$ cat src/rtl/loader_pkg.sv
// Shared types and constants for the instruction-memory boot loader.
package loader_pkg;

  // Load sequencing: two header bytes, the data words, the checksum byte,
  // then a terminal outcome that holds until restart or reset.
  typedef enum logic [2:0] {
    LEN_HI = 3'd0,
    LEN_LO = 3'd1,
    DATA   = 3'd2,
    CHK    = 3'd3,
    DONE   = 3'd4,
    ERR    = 3'd5
  } state_e;

  localparam int BYTES_PER_WORD = 4;
  localparam int HDR_W          = 16;

endpackage

$ cat src/rtl/byte_packer.sv
// Big-endian byte-to-word assembler: the first byte of a word lands in
// bits [31:24]. The word is presented combinationally together with its
// fourth byte so the caller can register it on the same handshake.
module byte_packer
  import loader_pkg::*;
(
  input  logic        i_clock,
  input  logic        i_reset,
  input  logic        i_clear,
  input  logic        i_byte_en,
  input  logic [7:0]  i_byte,
  output logic        o_word_valid,
  output logic [31:0] o_word
);

  localparam int IDX_W = $clog2(BYTES_PER_WORD);
  localparam logic [IDX_W-1:0] LAST_IDX = IDX_W'(BYTES_PER_WORD - 1);

  logic [IDX_W-1:0] r_byte_idx;
  logic [23:0]      r_shift;

  assign o_word_valid = i_byte_en & (r_byte_idx == LAST_IDX);
  assign o_word       = {r_shift, i_byte};

  // Shift accepted bytes in MSB-first and wrap the byte counter per word.
  always_ff @(posedge i_clock or posedge i_reset) begin
    if (i_reset) begin
      r_byte_idx <= '0;
      r_shift    <= 24'h00_0000;
    end else if (i_clear) begin
      r_byte_idx <= '0;
      r_shift    <= 24'h00_0000;
    end else if (i_byte_en) begin
      r_shift    <= {r_shift[15:0], i_byte};
      r_byte_idx <= o_word_valid ? '0 : r_byte_idx + 1'b1;
    end
  end

endmodule

$ cat src/rtl/imem_loader.sv
// Boot-time instruction memory writer. Parses a length-prefixed byte
// stream, writes each assembled word, checks an XOR checksum over the
// data bytes and keeps the CPU held until a load finishes cleanly.
module imem_loader
  import loader_pkg::*;
#(
  parameter int          DEPTH_WORDS = 256,
  parameter logic [31:0] BASE_ADDR   = 32'h0000_0000,
  parameter int          CNT_W       = HDR_W
) (
  input  logic        clock,
  input  logic        reset,
  input  logic        restart,
  input  logic        in_valid,
  input  logic [7:0]  in_data,
  output logic        in_ready,
  output logic        imem_we,
  output logic [31:0] imem_addr,
  output logic [31:0] imem_wdata,
  output logic        cpu_hold,
  output logic        done,
  output logic        error
);

  localparam int IDX_W = $clog2(DEPTH_WORDS) + 1;
  // One extra bit so the oversize compare cannot wrap.
  localparam logic [CNT_W:0] DEPTH_C = (CNT_W + 1)'(DEPTH_WORDS);

  state_e            r_state, w_state_n;
  logic [CNT_W-1:0]  r_count, w_count_n;
  logic [IDX_W-1:0]  r_word_idx, w_word_idx_n;
  logic [7:0]        r_csum, w_csum_n;
  logic              r_we, w_we_n;
  logic [31:0]       r_addr, w_addr_n;
  logic [31:0]       r_wdata, w_wdata_n;
  logic              r_hold, w_hold_n;
  logic              r_done, w_done_n;
  logic              r_error, w_error_n;

  logic              w_hs;
  logic              w_word_valid;
  logic [31:0]       w_word;
  logic [CNT_W-1:0]  w_count_lo;
  logic [IDX_W-1:0]  w_idx_inc;

  assign in_ready   = (r_state == LEN_HI) | (r_state == LEN_LO) |
                      (r_state == DATA)   | (r_state == CHK);
  // A restart in the same cycle wins and the byte is left unconsumed.
  assign w_hs       = in_valid & in_ready & ~restart;
  assign w_count_lo = {r_count[CNT_W-1:8], in_data};
  assign w_idx_inc  = r_word_idx + 1'b1;

  assign imem_we    = r_we;
  assign imem_addr  = r_addr;
  assign imem_wdata = r_wdata;
  assign cpu_hold   = r_hold;
  assign done       = r_done;
  assign error      = r_error;

  byte_packer u_packer (
    .i_clock      (clock),
    .i_reset      (reset),
    .i_clear      (restart),
    .i_byte_en    (w_hs & (r_state == DATA)),
    .i_byte       (in_data),
    .o_word_valid (w_word_valid),
    .o_word       (w_word)
  );

  // State, counters and all registered outputs.
  always_ff @(posedge clock or posedge reset) begin
    if (reset) begin
      r_state    <= LEN_HI;
      r_count    <= '0;
      r_word_idx <= '0;
      r_csum     <= 8'h00;
      r_we       <= 1'b0;
      r_addr     <= BASE_ADDR;
      r_wdata    <= 32'h0000_0000;
      r_hold     <= 1'b1;
      r_done     <= 1'b0;
      r_error    <= 1'b0;
    end else begin
      r_state    <= w_state_n;
      r_count    <= w_count_n;
      r_word_idx <= w_word_idx_n;
      r_csum     <= w_csum_n;
      r_we       <= w_we_n;
      r_addr     <= w_addr_n;
      r_wdata    <= w_wdata_n;
      r_hold     <= w_hold_n;
      r_done     <= w_done_n;
      r_error    <= w_error_n;
    end
  end

  // Next-state and next-output decode; everything moves only on a handshake.
  always_comb begin
    w_state_n    = r_state;
    w_count_n    = r_count;
    w_word_idx_n = r_word_idx;
    w_csum_n     = r_csum;
    w_we_n       = 1'b0;
    w_addr_n     = r_addr;
    w_wdata_n    = r_wdata;
    w_hold_n     = r_hold;
    w_done_n     = r_done;
    w_error_n    = r_error;

    if (restart) begin
      w_state_n    = LEN_HI;
      w_count_n    = '0;
      w_word_idx_n = '0;
      w_csum_n     = 8'h00;
      w_hold_n     = 1'b1;
      w_done_n     = 1'b0;
      w_error_n    = 1'b0;
    end else if (w_hs) begin
      case (r_state)
        LEN_HI: begin
          w_count_n = CNT_W'({in_data, 8'h00});
          w_state_n = LEN_LO;
        end
        LEN_LO: begin
          w_count_n = w_count_lo;
          if (w_count_lo == '0) begin
            w_state_n = CHK;
          end else if ({1'b0, w_count_lo} > DEPTH_C) begin
            w_state_n = ERR;
            w_error_n = 1'b1;
          end else begin
            w_state_n = DATA;
          end
        end
        DATA: begin
          w_csum_n = r_csum ^ in_data;
          if (w_word_valid) begin
            w_we_n       = 1'b1;
            w_wdata_n    = w_word;
            w_addr_n     = BASE_ADDR + (32'(r_word_idx) << 2);
            w_word_idx_n = w_idx_inc;
            if (CNT_W'(w_idx_inc) == r_count) begin
              w_state_n = CHK;
            end
          end
        end
        CHK: begin
          if (in_data == r_csum) begin
            w_state_n = DONE;
            w_done_n  = 1'b1;
            w_hold_n  = 1'b0;
          end else begin
            w_state_n = ERR;
            w_error_n = 1'b1;
          end
        end
        default: begin
          w_state_n = r_state;
        end
      endcase
    end
  end

endmodule
$ cat config.mk
export PLATFORM = sky130hd
export DESIGN_NAME = imem_loader
export DESIGN_NICKNAME = d
export VERILOG_FILES = /design/src/rtl/loader_pkg.sv /design/src/rtl/byte_packer.sv /design/src/rtl/imem_loader.sv
export SDC_FILE = /design/constraint.sdc
export NUM_CORES = 1
export LEC_CHECK = 0
export ABC_AREA = 1
export BUFFER_PORTS_ARGS = -buffer_cell sky130_fd_sc_hd__buf_2
export CAP_MARGIN = 20
export CORE_MARGIN = 3
export CORE_UTILIZATION = 51
export CTS_CLUSTER_SIZE = 8
export DETAILED_ROUTE_END_ITERATION = 12
export GPL_ROUTABILITY_DRIVEN = 0
export GPL_TIMING_DRIVEN = 0
export PLACE_DENSITY = 0.76
export SLEW_MARGIN = 10
export SYNTH_ARGS = -nofsm -noshare
export SYNTH_HDL_FRONTEND = slang
export SYNTH_SLANG_ARGS = --single-unit
$ cat constraint.sdc
create_clock -name clock -period 3.19 [get_ports clock]
set_clock_uncertainty 0.2 [all_clocks]
set_input_delay 0.1595 -clock clock [delete_from_list [all_inputs] [get_ports clock]]
set_output_delay 0.1595 -clock clock [all_outputs]
set_load 0.05 [all_outputs]
; ---- Yosys cells after proc, flatten, opt, wreduce, memory -nomap -nowiden
; Index checks and enable logic that the tools add are counted.
[word_totals]
in_bits = 12
out_inout_bits = 69
register_bits = 107
[op_classes]
order_cmp = 1
n_bitwise = 9
addsub = 2
mux = 41
reduce_logical = 20
n_eq_ne = 12
[op_table]
columns = op, count
row1 = two-way mux 24 bit, 2
row2 = two-way mux 9 bit, 4
row3 = two-way mux 16 bit, 2
row4 = case mux 16 bit (2 select lines), 1
row5 = two-way mux 8 bit, 3
row6 = two-way mux 1 bit, 18
row7 = two-way mux 3 bit, 6
row8 = == test 9 x 16 -> 1 bit, 1
row9 = "> comparator 16 x 9 -> 1 bit, second input constant", 1
row10 = zero test 16 bit, 1
row11 = nonzero test 2 bit, 7
row12 = case mux 3 bit (4 select lines), 1
row13 = "adder 9 x 1 -> 9 bit, second input constant", 1
row14 = "inequality test 3 x 2 -> 1 bit, second input constant", 3
row15 = AND reduction 3 bit, 3
row16 = == test 8 bit, 1
row17 = AND reduction 4 bit, 2
row18 = bitwise XOR 8 bit, 1
row19 = "== test 3 x 2 -> 1 bit, second input constant", 2
row20 = two-way mux 2 bit, 3
row21 = "inequality test 3 bit, second input constant", 2
row22 = nonzero test 3 bit, 2
row23 = AND reduction 5 bit, 1
row24 = nonzero test 5 bit, 1
row25 = 10 further kinds, 16

; ---- Longest topological paths before layout
[logic_depth]
depth_word = 12
mapped_depth = 14
mapped_depth_nobuf = 14

; ---- By module
; Synthesis repeated with hierarchy kept, for this count alone.
[hier_totals]
cells_unflattened = 595
hier_area_um2 = 5139.9
[modules_own_cells]
columns = module, cells_per_inst, seq_area_each_um2, n_inst, area_each_um2
row1 = imem_loader, 469, 2028.2, 1, 3871.2
row2 = byte_packer, 126, 650.6, 1, 1268.7

; ---- Least setup slack after synthesis
; OpenSTA, ideal clock, no wires.
[synth_timing]
kind = register -> register
from = register r_state[2]
to = register r_state[0]
synth_period_minus_slack_ps = 1947
path_slack_ps = 1243
path_buffers = 0
t_required_ps = 2873
arrival_time_ps = 1631
path_stages_with_launch = 13
cell_sequence = dfrtp_1 -> inv_2 -> nand2_1 -> nor3_4 -> nand2_4 -> nor2_8 -> nand3_1 -> nor2_1 -> nand2_1 -> nand2_2 -> nand2_1 -> nand2_1 -> nand2_1
[synth_via]
elab_chain_len = 10
[synth_lines]
columns = element, line_no
row1 = from (decl), imem_loader.sv:29  ; state_e r_state, w_state_n;
row2 = from (signal assigned), imem_loader.sv:84  ; r_state <= w_state_n;
row3 = == test 3 x 1 -> 1 bit or zero test 3 bit (tied branches), imem_loader.sv:46  ; assign in_ready = (r_state == LEN_HI) | (r_state == LEN_LO) |
row4 = bitwise OR 1 bit (2 in series), imem_loader.sv:46
row5 = bitwise OR 1 bit *, imem_loader.sv:47  ; (r_state == DATA) | (r_state == CHK);
row6 = via in_ready, imem_loader.sv:16  ; output logic in_ready,
row7 = AND 1 bit * (2 in series), imem_loader.sv:49  ; assign w_hs = in_valid & in_ready & ~restart;
row8 = AND 1 bit, imem_loader.sv:64  ; .i_byte_en (w_hs & (r_state == DATA)),
row9 = AND 1 bit, byte_packer.sv:22  ; assign o_word_valid = i_byte_en & (r_byte_idx == LAST_IDX);
row10 = inequality test 3 x 2 -> 1 bit (no source line), --
row11 = AND reduction 4 bit (no source line) *, --
; The timed path passes the listed nets; every way through them passes the cells marked *. The select of a mux whose other input is x is not followed.
; A chain may end at the register's enable or synchronous reset.

; ---- Worst setup path after layout
[layout_timing]
from = register r_word_idx[0]
to = register r_state[1]
[layout_via]
elab_chain_len = 4
[layout_lines]
columns = element, line_no
row1 = from (decl), imem_loader.sv:31  ; logic [IDX_W-1:0] r_word_idx, w_word_idx_n;
row2 = from (signal assigned), imem_loader.sv:86  ; r_word_idx <= w_word_idx_n;
row3 = adder 9 x 1 -> 9 bit, imem_loader.sv:51  ; assign w_idx_inc = r_word_idx + 1'b1;
row4 = == test 9 x 16 -> 1 bit, imem_loader.sv:142  ; if (CNT_W'(w_idx_inc) == r_count) begin
row5 = inequality test 3 x 2 -> 1 bit (no source line), --
row6 = AND reduction 4 bit (no source line), --
; Every way passes these cells.

==> flow_summary.rst <==
.. list-table::
   :header-rows: 1

   * - Metric
     - Value
   * - Run status
     - finished clean
   * - Final Power
     - 3.00 mW
   * - Grt total ovfl
     - 0
   * - Total of max-cap violations
     - 0
   * - Filler instances
     - around 800
   * - Total I/O pin count
     - ~80
   * - Number of buffers created by CTS
     - 9
   * - Die height
     - ~100 um
   * - Vias
     - roughly 4k
   * - Clock-pin slew on the worst setup and hold paths
     - 110 ps
   * - Antenna violations before repair
     - 0
   * - Distinct cell type count after synthesis
     - 30
   * - Proportion of layout cells with a drive suffix above 1
     - 16.9%
   * - Core box area
     - ~8900 um^2
   * - Mean instance size in the synthesized netlist
     - 8.64 um^2
   * - Cell Area, Synth
     - around 4800 um^2
   * - Critical Path AT
     - between 2000 and 2500 ps
   * - Synthesis warning total
     - 0
   * - Sum of negative setup slack
     - 0 ps
   * - Clock insertion delay at the later pin of the skew report
     - around 370 ps
   * - Required time of the worst setup path
     - 3260 ps
   * - Hold Violations, Final
     - 0
   * - Synth Instances
     - around 560
   * - Initial core utilization
     - between 50% and 60%
   * - Worst Setup Start Kind
     - register
   * - Vias in the first global route
     - roughly 3.6k
   * - Half-perimeter wire length after placement
     - 8070 um
   * - Cell taking the most area after synthesis
     - sky130_fd_sc_hd__dfrtp_1
   * - Total routed wirelength
     - about 11,000 um
   * - Final Max Slew Viols
     - 0
   * - Top flip-flop cell by instance count after synthesis
     - sky130_fd_sc_hd__dfrtp_1
   * - Max Clk Rate
     - between 400 and 500 MHz
   * - Setup repair after global routing missed its margin
     - false
   * - Critical-path maximum fanout
     - 6
   * - Buffer levels on the longest clock path
     - 2
   * - Finished Core Util
     - around 63%
   * - FFs w/ async S/R, synth
     - 100%
   * - X dimension of the die
     - around 100 um
   * - Number of register bits inferred by synthesis
     - around 110
   * - Routed via count divided by cell count
     - just over 5
   * - Global routing usage summed across all routing layers
     - between 20% and 30%
   * - Cell depth of the worst flop-to-flop path
     - 14
   * - Area share of the largest cell type after synthesis
     - ~55%
   * - Port bufs
     - 56
   * - Drt drc
     - 0
   * - Area of the die
     - 10,600 um^2
   * - Clock Sink Count
     - around 110
   * - Cell types with the largest area share after synthesis
     - sky130_fd_sc_hd__dfrtp_1, sky130_fd_sc_hd__nand2_1, sky130_fd_sc_hd__inv_1
   * - Dpl cells
     - about 740
   * - Shortest period the worst path allows
     - about 2200 ps
   * - 1st-iter DRT viols
     - between 150 and 200
   * - Number of detailed-routing iterations run before antenna repair
     - 6
   * - Capturing element type of the critical path
     - register
   * - Terminus of the critical flop-to-flop path
     - r_state[1]
   * - Register-to-register setup slack
     - slightly above 1000 ps
   * - Layout Area Growth over Synthesis
     - 17.6%
   * - Number of synthesized flops with an enable pin
     - 0
   * - Global-route wire length before repair
     - between 15,000 and 20,000 um
   * - VDD IR-drop max
     - 0.398 mV
   * - Crit path from
     - r_word_idx[0]
   * - Type of the worst setup path
     - register to register
   * - Number of antenna repair diodes
     - 0
   * - Clock Tree Root
     - sky130_fd_sc_hd__clkbuf_8
   * - Power per cell area
     - approximately 530 nW/um^2
   * - R2r startpoint
     - r_word_idx[0]
   * - Sequential fraction of the synthesis area
     - 55.7%
   * - Worst Tran Pin Value
     - between 500 and 600 ps
   * - Leak pwr
     - between 2 and 3 nW
   * - Final count of negative-setup-slack endpoints
     - 0
   * - Ratio of final minimum period to clock period
     - between 60% and 70%
   * - CTS H-tree lvls
     - 3
   * - Post-detailed-route count of antenna-violating nets
     - 0
   * - CTS tree
     - done
   * - Total Nets Final
     - about 670
   * - Path type of the worst min-delay path
     - input port to asynchronous set/reset pin
   * - Std cell rows
     - 34
   * - Maximum number of pins on one net before global-route repair
     - 75
   * - Post-route non-filler standard cell count
     - 770
   * - Relative slew slack
     - about three fifths
   * - Worst hold margin
     - approximately 110 ps
   * - Post-detailed-route wirelength per cell
     - roughly 14 um
power by group:
group          internal (mW)  switching [mW]  total [mW]
logic                  0.168           0.435       0.603
clock network          0.401           0.487       0.888
registers               1.44          0.0630        1.51
total                   2.01           0.985        3.00
sequential cells by signal, indices dropped and copies added, names as in the netlist:
register / flops
r_state: 3
r_csum: 8
u_packer.r_shift: 24
imem_wdata: 32
r_word_idx: 9
imem_we: 1
cpu_hold: 1
r_count: 16
imem_addr: 9
u_packer.r_byte_idx: 2
done: 1
error: 1
cell families after synthesis:
kind of cell | count (synthesis) | synth area share, %
AND/OR/NAND/NOR | 221 | 19.4
buffers and inverters | 115 | 10.9
flip-flops | 107 | 55.7
AO/OA/AOI/OAI | 100 | 11.4
XOR/XNOR | 11 | 2.00
adder cells (fa/ha/maj) | 2 | 0.520
other | 1 | 0.0779
stage by stage:
stage                     instance area (um^2)  worst slack (ps)
after global routing                      5660               835
after global placement                    5310             -1070
after floorplan                           4890              14.9
after CTS                                 5660              1040
after detailed placement                  5340              1050
final                                     5660              1020
worst max path at each step:
stage,endpoint
global placement,r_csum[4]
detailed placement,imem_wdata[5]
CTS,r_state[1]
finish,r_state[1]
floorplan,done
global route,r_state[1]
cell usage in the layout (no fill, tap or decap):
cell	synthesis	layout
sky130_fd_sc_hd__inv_2	3	3
sky130_fd_sc_hd__clkbuf_8	0	10
sky130_fd_sc_hd__o31ai_1	1	1
sky130_fd_sc_hd__o21bai_1	1	1
sky130_fd_sc_hd__conb_1	1	23
sky130_fd_sc_hd__clkbuf_1	11	11
sky130_fd_sc_hd__nor2_1	39	39
sky130_fd_sc_hd__xnor2_1	8	8
sky130_fd_sc_hd__o21ai_1	28	28
sky130_fd_sc_hd__buf_16	0	1
sky130_fd_sc_hd__ha_1	2	2
sky130_fd_sc_hd__nand2_1	131	131
sky130_fd_sc_hd__nor2_8	1	1
sky130_fd_sc_hd__o22ai_1	11	11
sky130_fd_sc_hd__nor3_4	1	1
sky130_fd_sc_hd__dfstp_2	1	1
sky130_fd_sc_hd__dfrtp_1	106	106
sky130_fd_sc_hd__clkinv_1	2	2
sky130_fd_sc_hd__inv_1	67	66
sky130_fd_sc_hd__inv_6	0	3
sky130_fd_sc_hd__buf_2	7	63
sky130_fd_sc_hd__bufinv_16	0	1
sky130_fd_sc_hd__nand3_1	42	42
sky130_fd_sc_hd__nor4_1	2	2
sky130_fd_sc_hd__clkinvlp_4	0	1
sky130_fd_sc_hd__inv_8	0	2
sky130_fd_sc_hd__buf_1	2	2
sky130_fd_sc_hd__nand2_2	1	1
sky130_fd_sc_hd__o21ai_0	48	48
sky130_fd_sc_hd__o32ai_1	7	7
sky130_fd_sc_hd__buf_4	23	23
sky130_fd_sc_hd__a31oi_1	1	1
sky130_fd_sc_hd__a21oi_1	3	3
sky130_fd_sc_hd__dlygate4sd3_1	0	10
sky130_fd_sc_hd__nand4_1	3	3
sky130_fd_sc_hd__nand2_4	1	1
sky130_fd_sc_hd__xor2_1	3	3
area by class of cell:
type | count | area, um^2 | area share, %
repair buffers | 67 | 408 | 7.21
clock inverters | 6 | 77.6 | 1.37
flip-flops and latches | 107 | 2680 | 47.4
well taps | 108 | 135 | 2.39
clock buffers | 10 | 138 | 2.43
multi-input cells | 357 | 1690 | 29.8
plain buffers | 43 | 256 | 4.53
inverters | 72 | 275 | 4.87
metal layers:
| layer | vias to the layer above | wire, um | track usage, % |
|---|---|---|---|
| li1 | 1941 | - | - |
| met1 | 1883 | 5010 | 30.6 |
| met2 | 128 | 5270 | 34.1 |
| met3 | 12 | 559 | 3.79 |
| met4 | 0 | 85 | 4.88 |
| met5 | - | 0 | 0 |
worst max-delay path, stage by stage (launching register included):
cell                      delay, ps
sky130_fd_sc_hd__dfrtp_1        450
sky130_fd_sc_hd__ha_1           240
sky130_fd_sc_hd__nand2_1        130
sky130_fd_sc_hd__nor2_1         220
sky130_fd_sc_hd__inv_1           80
sky130_fd_sc_hd__nand2_1        100
sky130_fd_sc_hd__nand2_1         50
sky130_fd_sc_hd__nand2_1         50
sky130_fd_sc_hd__nand3_1         70
sky130_fd_sc_hd__nor2_1          90
sky130_fd_sc_hd__nand2_1        100
sky130_fd_sc_hd__nand2_2        100
sky130_fd_sc_hd__nand2_1         70
sky130_fd_sc_hd__nand2_1         60
sky130_fd_sc_hd__nand2_1         50
cells in the mapped netlist, drive strengths merged, types with 2 or more instances:
cell type  instances
buf               32
nor2              40
nand4              3
nor4               2
clkinv             2
nand3             42
a21oi              3
inv               70
clkbuf            11
dfrtp            106
xnor2              8
o22ai             11
o32ai              7
xor2               3
nand2            133
ha                 2
o21ai             76
repair_timing:
action | 4_1_cts | 5_1_grt
endpoints found under the hold margin | 124 | 0
hold buffers | 10 | 0
setup buffers | 0 | 0
gates resized for setup | 0 | 0
Note: power is estimated with default switching activity, not from simulation.
